## config.mk

```make
export PLATFORM = sky130hd
export DESIGN_NAME = sky130_ajc_ip__por_seq
export DESIGN_NICKNAME = d
export VERILOG_FILES = /design/src/rtl/sky130_ajc_ip__por_pkg.sv /design/src/rtl/sky130_ajc_ip__por_rsync.sv /design/src/rtl/sky130_ajc_ip__por_seq.sv
export SDC_FILE = /design/constraint.sdc
export NUM_CORES = 1
export LEC_CHECK = 0
export ABC_AREA = 1
export BUFFER_PORTS_ARGS = -buffer_cell sky130_fd_sc_hd__buf_2
export CAP_MARGIN = 10
export CORE_UTILIZATION = 57
export CTS_BUF_LIST = sky130_fd_sc_hd__clkbuf_8 sky130_fd_sc_hd__clkbuf_16
export DETAILED_ROUTE_END_ITERATION = 10
export HOLD_SLACK_MARGIN = 0.15
export PLACE_DENSITY = 0.78
export SLEW_MARGIN = 20
export SYNTH_ARGS = -nofsm -noshare
export SYNTH_HDL_FRONTEND = slang
export SYNTH_SLANG_ARGS = --single-unit
```

## constraint.sdc

```tcl
create_clock -name osc_ck -period 1.1 [get_ports osc_ck]
set_input_delay 0.11 -clock osc_ck [delete_from_list [all_inputs] [get_ports osc_ck]]
set_output_delay 0.11 -clock osc_ck [all_outputs]
set_load 0.01 [all_outputs]
```

## src/rtl/sky130_ajc_ip__por_pkg.sv

```systemverilog
// Shared definitions for the power-on reset sequencer: state encoding,
// default timing constants and small elaboration helpers.
package sky130_ajc_ip__por_pkg;

  localparam int unsigned SETTLE_DEF = 16;
  localparam int unsigned TMO_DEF    = 255;
  localparam int unsigned DLY_W      = 8;
  localparam int unsigned STATE_W    = 3;

  typedef enum logic [STATE_W-1:0] {
    ST_RESET    = 3'd0,
    ST_SETTLE   = 3'd1,
    ST_RELEASE  = 3'd2,
    ST_WAIT_ACK = 3'd3,
    ST_GAP      = 3'd4,
    ST_DONE     = 3'd5,
    ST_FAULT    = 3'd6
  } por_state_e;

  // Largest of three counts; sizes the shared wait counter.
  function automatic int unsigned max3(input int unsigned a,
                                       input int unsigned b,
                                       input int unsigned c);
    int unsigned m;
    m = a;
    if (b > m) m = b;
    if (c > m) m = c;
    return m;
  endfunction

endpackage

```

## src/rtl/sky130_ajc_ip__por_rsync.sv

```systemverilog
// Two-flop synchronizer with asynchronous clear; used for the porb release
// and for the per-stage ack levels.
module sky130_ajc_ip__por_rsync #(
  parameter int unsigned W = 1
) (
  input  logic         clk,
  input  logic         rst_n,
  input  logic [W-1:0] d,
  output logic [W-1:0] q
);

  logic [W-1:0] meta;

  always_ff @(posedge clk or negedge rst_n) begin
    if (!rst_n) begin
      meta <= '0;
      q    <= '0;
    end else begin
      meta <= d;
      q    <= meta;
    end
  end

endmodule

```

## src/rtl/sky130_ajc_ip__por_seq.sv

```systemverilog
// Power-on reset sequencer: releases N_STG domain resets one at a time in
// ascending order, each gated by a synchronized ack, with timeout fault.
module sky130_ajc_ip__por_seq
  import sky130_ajc_ip__por_pkg::*;
#(
  parameter int unsigned N_STG  = 3,
  parameter int unsigned SETTLE = SETTLE_DEF,
  parameter int unsigned TMO    = TMO_DEF
) (
  input  logic               osc_ck,
  input  logic               porb,
  input  logic [N_STG-1:0]   ack,
  input  logic [DLY_W-1:0]   dly_cfg,
  input  logic               soft_rst_req,
  input  logic               force_short_oneshot,
  output logic [N_STG-1:0]   rst_n_out,
  output logic               done,
  output logic               seq_err,
  output logic [STATE_W-1:0] state
);

  localparam int unsigned IDX_W       = (N_STG > 1) ? $clog2(N_STG) : 1;
  localparam int unsigned CNT_MAX     = max3(SETTLE, TMO, (2 ** DLY_W) - 1);
  localparam int unsigned CNT_W       = $clog2(CNT_MAX + 1);
  localparam int unsigned SETTLE_LAST = (SETTLE > 0) ? SETTLE - 1 : 0;
  localparam int unsigned TMO_LAST    = (TMO > 0) ? TMO - 1 : 0;
  localparam logic [IDX_W-1:0] IDX_LAST = IDX_W'(N_STG - 1);

  logic             rst_sync_n;
  logic [N_STG-1:0] ack_s;

  por_state_e       state_q, state_d;
  logic [CNT_W-1:0] cnt_q, cnt_d;
  logic [IDX_W-1:0] idx_q, idx_d;
  logic [DLY_W-1:0] dly_q, dly_d;
  logic [N_STG-1:0] rst_out_d;
  logic             done_d;
  logic             err_d;

  logic [CNT_W-1:0] cnt_inc;
  logic [IDX_W-1:0] idx_inc;
  logic [CNT_W-1:0] gap_len;
  logic             settle_end;
  logic             gap_end;
  logic             tmo_end;

  sky130_ajc_ip__por_rsync #(.W(1)) u_por_sync (
    .clk   (osc_ck),
    .rst_n (porb),
    .d     (1'b1),
    .q     (rst_sync_n)
  );

  sky130_ajc_ip__por_rsync #(.W(N_STG)) u_ack_sync (
    .clk   (osc_ck),
    .rst_n (porb),
    .d     (ack),
    .q     (ack_s)
  );

  // Saturating counter step and per-state terminal conditions.
  assign cnt_inc    = (cnt_q == {CNT_W{1'b1}}) ? cnt_q : cnt_q + CNT_W'(1);
  assign idx_inc    = idx_q + IDX_W'(1);
  assign gap_len    = force_short_oneshot ? CNT_W'(1) : CNT_W'(dly_q);
  assign settle_end = force_short_oneshot || (cnt_q >= CNT_W'(SETTLE_LAST));
  assign gap_end    = cnt_q >= gap_len;
  assign tmo_end    = cnt_q >= CNT_W'(TMO_LAST);

  // State register and all registered outputs.
  always_ff @(posedge osc_ck or negedge rst_sync_n) begin
    if (!rst_sync_n) begin
      state_q   <= ST_RESET;
      cnt_q     <= '0;
      idx_q     <= '0;
      dly_q     <= '0;
      rst_n_out <= '0;
      done      <= 1'b0;
      seq_err   <= 1'b0;
    end else begin
      state_q   <= state_d;
      cnt_q     <= cnt_d;
      idx_q     <= idx_d;
      dly_q     <= dly_d;
      rst_n_out <= rst_out_d;
      done      <= done_d;
      seq_err   <= err_d;
    end
  end

  assign state = state_q;

  // Next-state and next-output logic; a stage's reset bit is raised on the
  // edge that enters RELEASE so each stage goes high exactly once.
  always_comb begin
    state_d   = state_q;
    cnt_d     = cnt_q;
    idx_d     = idx_q;
    dly_d     = dly_q;
    rst_out_d = rst_n_out;
    done_d    = done;
    err_d     = seq_err;

    if (soft_rst_req && (state_q != ST_RESET)) begin
      state_d   = ST_SETTLE;
      cnt_d     = '0;
      idx_d     = '0;
      rst_out_d = '0;
      done_d    = 1'b0;
      err_d     = 1'b0;
    end else begin
      case (state_q)
        ST_RESET: begin
          if (rst_sync_n) begin
            state_d = ST_SETTLE;
            cnt_d   = '0;
          end
        end

        ST_SETTLE: begin
          dly_d = dly_cfg;
          idx_d = '0;
          if (settle_end) begin
            state_d      = ST_RELEASE;
            cnt_d        = '0;
            rst_out_d[0] = 1'b1;
          end else begin
            cnt_d = cnt_inc;
          end
        end

        ST_RELEASE: begin
          state_d = ST_WAIT_ACK;
          cnt_d   = '0;
        end

        // Ack takes priority over a timeout landing in the same cycle.
        ST_WAIT_ACK: begin
          if (ack_s[idx_q]) begin
            cnt_d = '0;
            if (idx_q == IDX_LAST) begin
              state_d   = ST_DONE;
              done_d    = 1'b1;
              rst_out_d = '1;
            end else begin
              state_d = ST_GAP;
            end
          end else if (tmo_end) begin
            state_d = ST_FAULT;
            err_d   = 1'b1;
          end else begin
            cnt_d = cnt_inc;
          end
        end

        ST_GAP: begin
          if (gap_end) begin
            state_d            = ST_RELEASE;
            cnt_d              = '0;
            idx_d              = idx_inc;
            rst_out_d[idx_inc] = 1'b1;
          end else begin
            cnt_d = cnt_inc;
          end
        end

        ST_DONE: begin
          done_d    = 1'b1;
          rst_out_d = '1;
        end

        ST_FAULT: begin
          err_d = 1'b1;
        end

        default: begin
          state_d = ST_RESET;
        end
      endcase
    end
  end

endmodule
```

==> flow_summary.rst <==
.. list-table::
   :header-rows: 1

   * - Metric
     - Value
   * - Maximum clock rate
     - 503 MHz
   * - Instance area at placement
     - 0.00271 mm²
   * - Number of H-tree branching levels
     - 2
   * - Fraction of synthesis flops using an asynchronous set or reset pin
     - 100%
   * - Max-cap violations
     - 0
   * - Tcrit/Tclk final
     - 181%
   * - Num CTS Buffers
     - 5
   * - Clock latency reported for the late side of the worst-skew pair
     - 0.29 ns
   * - Data required time at the worst endpoint
     - 1.27 ns
   * - Power per unit of standard cell area
     - 2400 mW/mm²
   * - Area of the mapped netlist
     - between 0.002 and 0.0025 mm²
   * - Share of final-layout standard cells stronger than drive strength 1
     - 38.4%
   * - Total global routing track utilization
     - 38.1%
   * - Area share of the largest cell type after synthesis
     - between 30 and 40%
   * - Detailed-placement wirelength estimate
     - ~4100 µm
   * - Total routed wirelength
     - 8290 µm
   * - Final routed DRC violation total
     - 0
   * - Area of the die
     - 0.00413 mm²
   * - Worst-case reg-to-reg path depth
     - 13
   * - Floorplan row count
     - 22
   * - Final Hold Slack
     - between 0.15 and 0.2 ns
   * - RR Endpoint
     - idx_q[0]$_DFFE_PN0P_
   * - Number of antenna violations at the first check in global routing
     - 0
   * - Clk root buf
     - clkbuf_8
   * - Area leader, netlist
     - dfrtp_1
   * - Largest net degree at the start of global routing
     - 27
   * - Unrepaired setup endpoints after global routing
     - yes
   * - I/O pin cnt
     - 23
   * - Launch instance of the worst register-to-register path
     - dly_q[0]$_DFFE_PN0P_
   * - Type of the worst setup path
     - register to register
   * - Post-Synthesis Mean Instance Area
     - 7.47 µm²
   * - GPL Wtd Cong
     - 0.884
   * - Layout-stage area growth over the synthesis result
     - 47.5%
   * - Detail Route Antenna Nets
     - 0
   * - Post-Layout Inst Area
     - 0.00326 mm²
   * - Static power due to leakage
     - 0.00175 µW
   * - Result of the run
     - finished with violations
   * - Met3 Usage GRT
     - 10.4%
   * - Setup slack after layout
     - -0.887 ns
   * - Most used flip-flop cell after synthesis
     - dfrtp_1
   * - Cells taking the most area after synthesis
     - dfrtp_1, nand2_1, ha_1, inv_1, nand3_1
   * - Iteration count of the initial detailed-routing pass
     - 8
   * - Seq/Total Area, Yosys
     - 38.5%
   * - Path category of the worst min-delay check
     - primary input to asynchronous set/reset pin
   * - CTS clock-pin slew for the worst setup and hold paths
     - around 0.07 ns
   * - Ranking of synthesized cells by instance count
     - nand2_1, inv_1, dfrtp_1, nor2_1, nand3_1
   * - Data arrival time at the worst-slack endpoint
     - 2.16 ns
   * - Synth unique cells
     - 28
   * - Crit end category
     - register
   * - Yosys warnings
     - 0
   * - Port buffer count
     - 22
   * - Leftover overflow at the end of global routing
     - 0
   * - Number of endpoints with negative hold slack in the final report
     - 0
   * - Setup clock skew after layout
     - 0.00580 ns
   * - Reg2Reg Setup Slack
     - -0.89 ns
   * - Met2 capacity usage during global routing
     - 62.4%
   * - Violations in the final reports
     - setup timing
   * - Initial DRC count
     - 351
   * - Pin slew with the least headroom to its limit
     - 0.678 ns
   * - Most used standard cell by instance count after synthesis
     - nand2_1
   * - Final slew viol count
     - 0
   * - Global-route wire length before repair
     - 11700 µm
   * - Critical path peak fanout
     - 7
   * - Via density
     - 6.04
   * - Die Wd
     - about 64 µm
   * - Number of antenna repair diodes
     - 0
   * - Sinks on Clock Net
     - 34
   * - TritonCTS clock tree
     - yes
   * - Met1 Resource Use GR
     - 46.1%
   * - Max-slew headroom at the worst pin
     - 54.3%
   * - Count of mapped cells out of synthesis
     - 296
   * - IR drop worst, VDD
     - 1640 µV
   * - Synthesis-stage register bit count
     - 34
   * - Routed via count
     - 2651
   * - Routed wirelength normalized by instance count
     - 18.9 µm
   * - Number of synthesized flops with an enable pin
     - 0
   * - Number of endpoints failing setup at the final stage
     - 27
   * - Post-synthesis net count
     - 325
   * - Number of global-route vias before repair
     - 2519
   * - Busiest grt layer
     - met2
   * - Overall power after layout
     - 7830 µW
   * - Initial standard-cell utilization of the core
     - 60.0%
   * - Launching element type of the critical path
     - register
   * - Period minus WS final
     - 1.99 ns
   * - Maximum clock insertion buffer count
     - 2
   * - Final net count
     - approximately 420
   * - Height of the die
     - 64.3 µm
   * - Area of the core
     - 0.00369 mm²
==> layout make-up <==
| type | count | area (µm²) |
|---|---|---|
| Sequential cell | 34 | 855 |
| Clock buffer | 5 | 68.8 |
| Inverter | 38 | 150 |
| Timing Repair Buffer | 90 | 712 |
| Multi-Input combinational cell | 221 | 1380 |
| Tap cell | 48 | 60.1 |
| Fill cell | 153 | 427 |
| Clock inverter | 3 | 40.0 |
==> routing by layer <==
layer	share of wire [%]	wire, µm
met3	10	860
met2	49	4050
met4	4.9	408
met5	0	0
met1	36	2970
==> logic make-up after synthesis <==
group	after synthesis	share of synthesized area (%)
AO/OA/AOI/OAI	18	4.64
XOR/XNOR	1	0.396
adder cells (fa/ha/maj)	14	7.92
buffers and inverters	42	8.31
flip-flops	34	38.5
multiplexers	8	4.07
other	1	0.170
AND/OR/NAND/NOR	178	36.0
==> metrics by stage <==
stage | util, % | cells | setup TNS [ns] | setup WS (ns)
5_1_grt | 88.4 | 439 | -16.72 | -0.951
4_1_cts | 84.8 | 433 | -11.88 | -0.603
6_report | 88.4 | 439 | -15.79 | -0.887
3_5_place_dp | 73.4 | 403 | -13.42 | -0.697
3_3_place_gp | 73.4 | 403 | -11.82 | -0.609
2_1_floorplan | - | 296 | -7.80 | -0.485
==> worst max-delay path by stage <==
stage / from / slack (ns) / cells after the start / to
after global placement: force_short_oneshot / -0.61 / 9 / rst_n_out[1]$_DFFE_PN0P_
after floorplan: dly_q[0]$_DFFE_PN0P_ / -0.49 / 14 / rst_n_out[0]$_DFFE_PN0P_
after CTS: dly_q[0]$_DFFE_PN0P_ / -0.60 / 13 / state[0]$_DFFE_PN0P_
after detailed placement: dly_q[0]$_DFFE_PN0P_ / -0.70 / 13 / idx_q[1]$_DFFE_PN0P_
after global routing: dly_q[0]$_DFFE_PN0P_ / -0.95 / 13 / idx_q[0]$_DFFE_PN0P_
final: dly_q[0]$_DFFE_PN0P_ / -0.89 / 13 / idx_q[0]$_DFFE_PN0P_
==> cell usage in the layout (no fill, tap or decap), types with 6 or more instances in the layout <==
cell type and instances:
nand2_2 18, ha_1 13, nand2_1 86, nor2_1 27
inv_1 31, dfrtp_1 31, dlygate4sd3_1 12, nand3_1 22
buf_6 11, nand2_4 7, buf_2 19, buf_4 47
mux2_2 6
==> power breakdown <==
| group | internal (µW) | switching [µW] |
|---|---|---|
| clock network | 666 | 463 |
| logic | 2100 | 2660 |
| registers | 1600 | 344 |
| total | 4360 | 3470 |
==> critical path, stage by stage, from the launching register on <==
cell	delay [ns]
dfrtp_1	0.40
or2_4	0.26
ha_4	0.28
inv_2	0.04
nand2_2	0.07
nand2_2	0.07
nand2_2	0.08
nand2_2	0.06
nand2_2	0.08
nand2_4	0.10
nand3_4	0.18
nand2_4	0.06
nand2_1	0.10
nand2_1	0.08
==> sequential cells by signal, summed over array words and instances, names as in the netlist <==
signal and count:
state 3, u_por_sync.q 1, rst_n_out 3, idx_q 2, done 1, u_ack_sync.q 3
seq_err 1, u_ack_sync.meta 3, u_por_sync.meta 1, cnt_q 8, dly_q 8
==> timing repair <==
item                                    in CTS  in global routing
endpoints found under the setup margin      29                 29
setup buffers                                9                  8
hold endpoints to repair                    19                  0
cloned                                       1                  0
pin swaps                                    8                 13
resized for setup                           28                 30
hold buffers                                12                  0
No activity file was read; power rests on OpenSTA's default activity.
